$ cat src/rtl/fft_pkg.sv
// Shared defaults and state type for the FFT frame assembler family.
// The inter-byte timeout is compiled in with the FRAME_TIMEOUT_EN macro.
package fft_pkg;

    localparam int DEFAULT_FFT_SIZE       = 16;
    localparam int DEFAULT_WORD_SIZE      = 16;
    localparam int DEFAULT_DATA_LENGTH    = 8;
    localparam int DEFAULT_FRACTION       = 8;
    localparam int DEFAULT_CLOCK_PER_BIT  = 868;
    // Four 10-bit UART character times of silence end a partial frame.
    localparam int DEFAULT_TIMEOUT_CYCLES = 40 * DEFAULT_CLOCK_PER_BIT;

    typedef enum logic {
        COLLECT = 1'b0,
        FULL    = 1'b1
    } frame_state_t;

endpackage

$ cat src/rtl/frame_idle_timer.sv
// Counts idle cycles of a partially collected frame and flags expiry.
// Only instantiated when FRAME_TIMEOUT_EN is defined.
module frame_idle_timer #(
    parameter int TIMEOUT_CYCLES = 34720
) (
    input  logic i_clk,
    input  logic i_rst,
    input  logic i_active,
    input  logic i_clear,
    output logic o_expire
);

    localparam int TW = $clog2(TIMEOUT_CYCLES + 1);

    logic [TW-1:0] idle_cnt;

    // A byte arriving in the expiry cycle wins, so clear gates the expiry.
    assign o_expire = i_active && !i_clear && (idle_cnt == TW'(TIMEOUT_CYCLES - 1));

    always_ff @(posedge i_clk) begin
        if (i_rst || i_clear || !i_active || o_expire) begin
            idle_cnt <= '0;
        end else begin
            idle_cnt <= idle_cnt + TW'(1);
        end
    end

endmodule

$ cat src/rtl/fft_frame_assembler.sv
// Collects UART bytes into a frame of fixed-point samples and holds it for a consumer.
// Define FRAME_TIMEOUT_EN to discard partial frames after TIMEOUT_CYCLES idle cycles.
module fft_frame_assembler
    import fft_pkg::*;
#(
    parameter int FFT_SIZE       = DEFAULT_FFT_SIZE,
    parameter int WORD_SIZE      = DEFAULT_WORD_SIZE,
    parameter int DATA_LENGTH    = DEFAULT_DATA_LENGTH,
    parameter int FRACTION       = DEFAULT_FRACTION,
    parameter int TIMEOUT_CYCLES = DEFAULT_TIMEOUT_CYCLES
) (
    input  logic                          i_clk,
    input  logic                          i_rst,
    input  logic [DATA_LENGTH-1:0]        i_byte,
    input  logic                          i_byte_valid,
    input  logic                          i_frame_ack,
    output logic [FFT_SIZE*WORD_SIZE-1:0] o_samples,
    output logic                          o_frame_valid,
    output logic [$clog2(FFT_SIZE):0]     o_count,
    output logic                          o_overrun,
    output logic                          o_timeout
);

    localparam int IDX_W = $clog2(FFT_SIZE);
    localparam int CNT_W = IDX_W + 1;
    localparam int INT_W = WORD_SIZE - FRACTION;

    if ((INT_W < DATA_LENGTH) || (FFT_SIZE < 2) || (FFT_SIZE > 64) ||
        ((FFT_SIZE & (FFT_SIZE - 1)) != 0) || (TIMEOUT_CYCLES < 1)) begin : g_bad_config
        $error("fft_frame_assembler: illegal parameter combination");
    end

    frame_state_t         state;
    frame_state_t         state_next;
    logic [WORD_SIZE-1:0] samples [FFT_SIZE];
    logic                 accept;
    logic                 overrun_evt;
    logic                 timeout_evt;
    logic                 frame_done;
    logic [IDX_W-1:0]     wr_idx;

    // Sign-extend the byte to the integer field, then place it above the fraction.
    function automatic logic [WORD_SIZE-1:0] to_sample(input logic [DATA_LENGTH-1:0] b);
        logic signed [INT_W-1:0] ext;
        logic [WORD_SIZE-1:0]    wide;
        ext  = INT_W'(signed'(b));
        wide = WORD_SIZE'(ext);
        return wide << FRACTION;
    endfunction

    always_ff @(posedge i_clk) begin
        // NOTE: sequential state uses non-blocking assignments so every register
        // samples the pre-edge values regardless of process ordering.
        if (i_rst) begin
            state <= COLLECT;
        end else begin
            state <= state_next;
        end
    end

    always_comb begin
        // NOTE: every combinational output gets a default first, so no path
        // through the case leaves it unassigned and no latch is inferred.
        state_next = state;
        case (state)
            COLLECT: if (frame_done)  state_next = FULL;
            FULL:    if (i_frame_ack) state_next = COLLECT;
            default: state_next = COLLECT;
        endcase
    end

    always_comb begin
        o_frame_valid = 1'b0;
        accept        = 1'b0;
        overrun_evt   = 1'b0;
        wr_idx        = o_count[IDX_W-1:0];
        case (state)
            COLLECT: accept = i_byte_valid;
            FULL: begin
                o_frame_valid = 1'b1;
                accept        = i_byte_valid && i_frame_ack;
                overrun_evt   = i_byte_valid && !i_frame_ack;
                wr_idx        = '0;
            end
            default: ;
        endcase
        frame_done = accept && (state == COLLECT) && (o_count == CNT_W'(FFT_SIZE - 1));
    end

    always_ff @(posedge i_clk) begin
        if (i_rst) begin
            o_count   <= '0;
            o_overrun <= 1'b0;
        end else begin
            o_overrun <= overrun_evt;
            if (accept) begin
                o_count <= (state == FULL) ? CNT_W'(1) : o_count + CNT_W'(1);
            end else if ((state == FULL) && i_frame_ack) begin
                o_count <= '0;
            end else if (timeout_evt) begin
                o_count <= '0;
            end
        end
    end

    // NOTE: the sample store is reset because the frame output must read as
    // all-zero after reset; it is never cleared otherwise, so stale samples persist.
    always_ff @(posedge i_clk) begin
        if (i_rst) begin
            for (int k = 0; k < FFT_SIZE; k++) begin
                samples[k] <= '0;
            end
        end else if (accept) begin
            samples[wr_idx] <= to_sample(i_byte);
        end
    end

    always_comb begin
        o_samples = '0;
        for (int k = 0; k < FFT_SIZE; k++) begin
            o_samples[k*WORD_SIZE +: WORD_SIZE] = samples[k];
        end
    end

`ifdef FRAME_TIMEOUT_EN
    logic idle_active;

    assign idle_active = (state == COLLECT) && (o_count != '0);

    frame_idle_timer #(
        .TIMEOUT_CYCLES(TIMEOUT_CYCLES)
    ) u_idle_timer (
        .i_clk   (i_clk),
        .i_rst   (i_rst),
        .i_active(idle_active),
        .i_clear (i_byte_valid),
        .o_expire(timeout_evt)
    );

    always_ff @(posedge i_clk) begin
        if (i_rst) begin
            o_timeout <= 1'b0;
        end else begin
            o_timeout <= timeout_evt;
        end
    end
`else
    assign timeout_evt = 1'b0;
    assign o_timeout   = 1'b0;
`endif

endmodule

$ cat config.mk
export PLATFORM = sky130hd
export DESIGN_NAME = fft_frame_assembler
export DESIGN_NICKNAME = d
export VERILOG_FILES = /design/src/rtl/fft_pkg.sv /design/src/rtl/frame_idle_timer.sv /design/src/rtl/fft_frame_assembler.sv
export SDC_FILE = /design/constraint.sdc
export NUM_CORES = 1
export LEC_CHECK = 0
export ABC_AREA = 1
export ABC_CLOCK_PERIOD_IN_PS = 1800
export CORE_MARGIN = 2
export CORE_UTILIZATION = 38
export DETAILED_ROUTE_END_ITERATION = 10
export GPL_TIMING_DRIVEN = 1
export PLACE_DENSITY = 0.74
export SLEW_MARGIN = 40
export SYNTH_ARGS = -nofsm -noshare
export SYNTH_HDL_FRONTEND = slang
export SYNTH_SLANG_ARGS = --single-unit
$ cat constraint.sdc
create_clock -name i_clk -period 1.8 [get_ports i_clk]
set_clock_uncertainty 0.1 [all_clocks]
set_input_delay 0.27 -clock i_clk [delete_from_list [all_inputs] [get_ports i_clk]]
set_output_delay 0.27 -clock i_clk [all_outputs]
set_load 0.02 [all_outputs]
==> results.toml, run 1 <==
[outcome]
status = "complete, no violations"

[finish]
layout_commonest_cell = "nor2_1"
area_growth_pct = 39.89
final_nets = 720
diodes = 0
fillers = 1337
layout-drive-gt1-share = 0.1627
final_cell_mix = "nor2_1 (135), clkdlybuf4s50_1 (133), conb_1 (129), edfxtp_1 (128), buf_4 (41)"
final_area_um2 = 8412
regArea_um2 = 3988
multiInputGateArea_um2 = 1451

[floorplan]
coreArea_um2 = 15310
die_w_um = 129.8
ios = 276
core.rowCount = 45
start_util = 0.3926
fp.dieH_um = 129.8
die_area_um2 = 16850

[worst_setup_path]
slowest_delay_ps = 620
worstSetupEndpointType = "primary output"
reg2reg_from = "state"
critical_path_depth = 1
worstPathArrival_ps = 1400
rr_worst_depth = 7
critical_path.endpoint = "o_samples[95]"
crit_slowest_cell = "clkdlybuf4s50_1"
crit_chain = "clkdlybuf4s50_1"
crit_type = "flip-flop to primary output"
timing.rr.end = "samples[3][0]"
cp-startpoint = "samples[5][7]"
required_ps = 1430
cp-start-kind = "flip-flop"
crit_family = "buffers and inverters"
r2r_setup_slack_ps = 160
cp_max_fo = 1
cp_num_buf_inv = 1

[logic_synthesis]
synth_warnings = 0
synth_top_cell_area_share = 0.6392
syn-cell-area_um2 = 6013
synth_cell_types = 24
yosys-top-cells-area = "edfxtp_1 (64%), buf_4 (16%), nor2_1 (8.5%)"
syn-instance-count = 497
synth_largest_area_cell = "edfxtp_1"
syn_avg_cell_area_um2 = 12.10
ys_seq_area_frac = 0.6625
synth_seq_cells = 135

[hold_path]
hold_class = "flip-flop to flip-flop"

[global_route]
grt_pass1_vias = 3570
grt_max_degree = 17
grt_overflow_total = 0
gr-usage-all-layers = 0.1653
antenna_found_initial = 0
grt_pass1_wl_um = 20130

[power_and_ir_drop]
p_leak_nw = 3.532
p_per_area_nw_per_um2 = 960.0
irDropWorstVdd_v = 0.0006708

[placed_design]
place_congestion = 0.7762
io_buffers = 146
placed_area_um2 = 7805
hpwl_um = 10250

[clock_network]
path_clk_slew_ps = 60
cts_buffers = 17
cts.sinks = 135
clockBufferDepth = 2
cts_tree = "built"
cts-root-buf = "clkbuf_16"
clkLatencyLatePin_ps = 420
htree_num_levels = 4
holdBufCountCts = 0

[detailed_routing]
vias = 4003
dr.pass1.iters = 4
vias_per_cell = 4.304
drt_wl_total_um = 14400
initialDrtViolationCount = 259
post_drt_wl_per_cell_um = 15.48
drc = 0
ant_nets = 0

[timing]
slew_viol_final = 0
setup_tns_ps = 0
finalHoldViolCount = 0
fmax_mhz = 565.7
finalCritPeriodShare = 0.9821
grt_setup_unrepaired = "false"
fin_crit_ps = 1768
setup_viol = 0

[flow_run]
maxCapViolations = 0
flip-flops by register name (all words and copies together), names as in the netlist:
register   cells
state          1
o_overrun      1
o_count        5
samples      128
logic make-up after synthesis:
family / after synthesis / synth area share
compound gates: 9 / 0.007490
fa+ha+maj: 2 / 0.004161
buf+inv: 157 / 0.1804
flops: 135 / 0.6625
other cells: 1 / 0.0006236
simple gates: 193 / 0.1448
area by class of cell:
class,instances,share of cell area
repair buffers,201,0.2422
well taps,211,0.03138
inverters,18,0.008032
flip-flops and latches,135,0.4740
clock inverters,14,0.02082
clock buffers,18,0.05102
multi-input cells,333,0.1725
layer usage:
metal | global-route usage | routed length [um] | up-vias
met5 | 0 | 0 | -
met4 | 0.07653 | 311 | 0
met3 | 0.03936 | 1237 | 21
met2 | 0.2920 | 7428 | 254
met1 | 0.1901 | 5422 | 1918
li1 | - | - | 1810
Yosys cell counts:
cell,number
nand2_2,1
conb_1,1
inv_2,1
o21ai_0,2
nand3_2,15
edfxtp_1,128
clkinv_1,1
buf_8,1
nor3_2,1
clkbuf_1,9
a21oi_1,5
buf_4,129
nor2_8,1
nor2_1,136
nand2_1,29
nor2_2,1
o21ai_1,2
dfxtp_1,7
inv_1,16
ha_1,2
nand3_1,6
nor3_1,1
or2_2,1
nand3_4,1
per-stage QoR:
step	hold slack (ps)	total power (W)	instances	utilization	setup slack [ps]
floorplan	239.1	0.004393	625	-	-40.60
global placement	389.3	0.004618	898	0.5096	-204.7
detailed placement	392.4	0.004631	898	0.5096	-249.5
CTS	401.1	0.008103	930	0.5481	10.78
global route	439.4	0.008284	930	0.5493	1.598
finish	395.1	0.008075	930	0.5493	32.20
timing repair:
action,in CTS,in global routing
endpoints found under the setup margin,12,58
buffers inserted,0,0
gates cloned,0,0
resized for setup,12,7
how the worst min path moves through the flow:
stage,from,endpoint,cells after the start
after floorplan,i_rst,o_count[0],1
after global placement,o_count[4],o_count[4],2
after detailed placement,o_count[4],o_count[4],2
after CTS,o_count[4],o_count[4],2
after global routing,o_count[4],o_count[4],2
final,o_count[4],o_count[4],2
power breakdown:
| part | switching (W) | leakage [nW] | internal, W |
|---|---|---|---|
| registers | 0.0000505 | 1.38 | 0.00355 |
| clock network | 0.00132 | 0.287 | 0.00219 |
| logic | 0.000646 | 1.86 | 0.000323 |
| total | 0.00202 | 3.53 | 0.00606 |
Note: power is estimated with default switching activity, not from simulation.
==> run 2, diff against run 1 <==
--- a/config.mk
+++ b/config.mk
@@ -11,7 +11,7 @@
 export CORE_UTILIZATION = 38
 export DETAILED_ROUTE_END_ITERATION = 10
 export GPL_TIMING_DRIVEN = 1
-export PLACE_DENSITY = 0.74
+export PLACE_DENSITY = 0.79
 export SLEW_MARGIN = 40
 export SYNTH_ARGS = -nofsm -noshare
 export SYNTH_HDL_FRONTEND = slang
==> results.toml, run 2 (synthesized netlist as in run 1, its figures left out) <==
[placed_design]
dpl.cell_count = 900
io_buffers = 146
pre_cts_ws_ps = -251.3
hpwl_um = 10210
place_congestion = 0.7773
placed_area_um2 = 7845

[worst_setup_path]
required_ps = 1430
cp_max_fo = 1
cp_num_buf_inv = 1
cp-start-kind = "flip-flop"
crit_slowest_cell = "clkdlybuf4s50_1"
worstPathArrival_ps = 1400
slowest_delay_ps = 650
crit_chain = "clkdlybuf4s50_1"
crit_family = "buffers and inverters"
worstSetupEndpointType = "primary output"
crit_type = "flip-flop to primary output"

[timing]
slew_viol_final = 0
grt_setup_unrepaired = "false"
setup_ws_ps = 33.05
finalHoldViolCount = 0
setup_viol = 0
fmax_mhz = 565.9
fin_crit_ps = 1767
finalCritPeriodShare = 0.9816

[floorplan]
ios = 276
die_area_um2 = 16850
die_w_um = 129.8
start_util = 0.3926
fp.dieH_um = 129.8
coreArea_um2 = 15310
core.rowCount = 45

[hold_path]
hold_class = "flip-flop to flip-flop"

[clock_network]
cts_setup_buffers = 0
cts-root-buf = "clkbuf_16"
clkLatencyLatePin_ps = 410
htree_num_levels = 4
cts.sinks = 135
holdBufCountCts = 0
cts_tree = "built"
path_clk_slew_ps = 60
clockBufferDepth = 2
cts_buffers = 17

[global_route]
grt_max_degree = 20
grt_pass1_vias = 3628
grt_overflow_total = 0
grt_pass1_wl_um = 20700
antenna_found_initial = 0
gr-usage-all-layers = 0.1690

[finish]
area_growth_pct = 41.43
diodes = 0
final_nets = 722
layout-drive-gt1-share = 0.1567
largest_reg_flops = 128
layout.cells.non_filler = 932
final_area_um2 = 8504
fillers = 1279
layout_commonest_cell = "nor2_1"
top_regs = "samples x128, o_count x5"
final_cell_mix = "nor2_1 (136), clkdlybuf4s50_1 (130), conb_1 (129), edfxtp_1 (128), buf_4 (41)"
top_register = "samples"

[outcome]
status = "complete, no violations"

[detailed_routing]
drt_wl_total_um = 14450
ant_nets = 0
vias_per_cell = 4.280
dr.pass1.iters = 5
post_drt_wl_per_cell_um = 15.51
initialDrtViolationCount = 301
drc = 0
vias = 3989

[power_and_ir_drop]
p_leak_nw = 3.665
irDropWorstVdd_v = 0.0007127
p_per_area_nw_per_um2 = 974.6
total_power_w = 0.008288

[flow_run]
maxCapViolations = 0
run 2: per-stage QoR:
step / utilization / setup TNS [ps] / hold WS [ps]
4_1_cts: 0.5534 / 0 / 417.3
2_1_floorplan: - / -2211 / 239.1
3_5_place_dp: 0.5123 / -25970 / 408.6
3_3_place_gp: 0.5123 / -19770 / 387.5
6_report: 0.5553 / 0 / 410.8
5_1_grt: 0.5553 / 0 / 431.7
run 2: cell type report:
class / instances / area (um^2) / area share
clock buffers: 19 / 432.9 / 0.05090
multi-input cells: 333 / 1444 / 0.1698
well taps: 211 / 264.0 / 0.03104
repair buffers: 203 / 2107 / 0.2478
clock inverters: 13 / 202.7 / 0.02383
inverters: 18 / 67.56 / 0.007945
flip-flops and latches: 135 / 3986 / 0.4687
run 2: power by group:
part / leakage [nW] / internal (W) / total (W) / switching, W
combinational: 1.97 / 0.000329 / 0.000980 / 0.000651
sequential: 1.38 / 0.00355 / 0.00360 / 0.0000486
clock: 0.310 / 0.00245 / 0.00371 / 0.00126
total: 3.66 / 0.00633 / 0.00829 / 0.00196
run 2: final timing paths:
kind	start	end	slack, ps	depth (start not counted)
setup / recovery	samples[11][7]	o_samples[191]	30	1
hold / removal	o_count[4]	o_count[4]	410	2
setup reg to reg	o_count[0]	samples[15][1]	110	6
hold reg to reg	o_count[4]	o_count[4]	410	2
run 2: timing repair:
item,4_1_cts,5_1_grt
pin swaps,0,0
endpoints found under the setup margin,6,11
gates resized for setup,7,11
run 2: metal layers:
| metal | GRT usage | part of all wire | vias up |
|---|---|---|---|
| met5 | 0 | 0 | - |
| met4 | 0.05693 | 0.015 | 0 |
| met3 | 0.05248 | 0.096 | 20 |
| met2 | 0.3120 | 0.54 | 242 |
| met1 | 0.1835 | 0.35 | 1917 |
| li1 | - | - | 1810 |
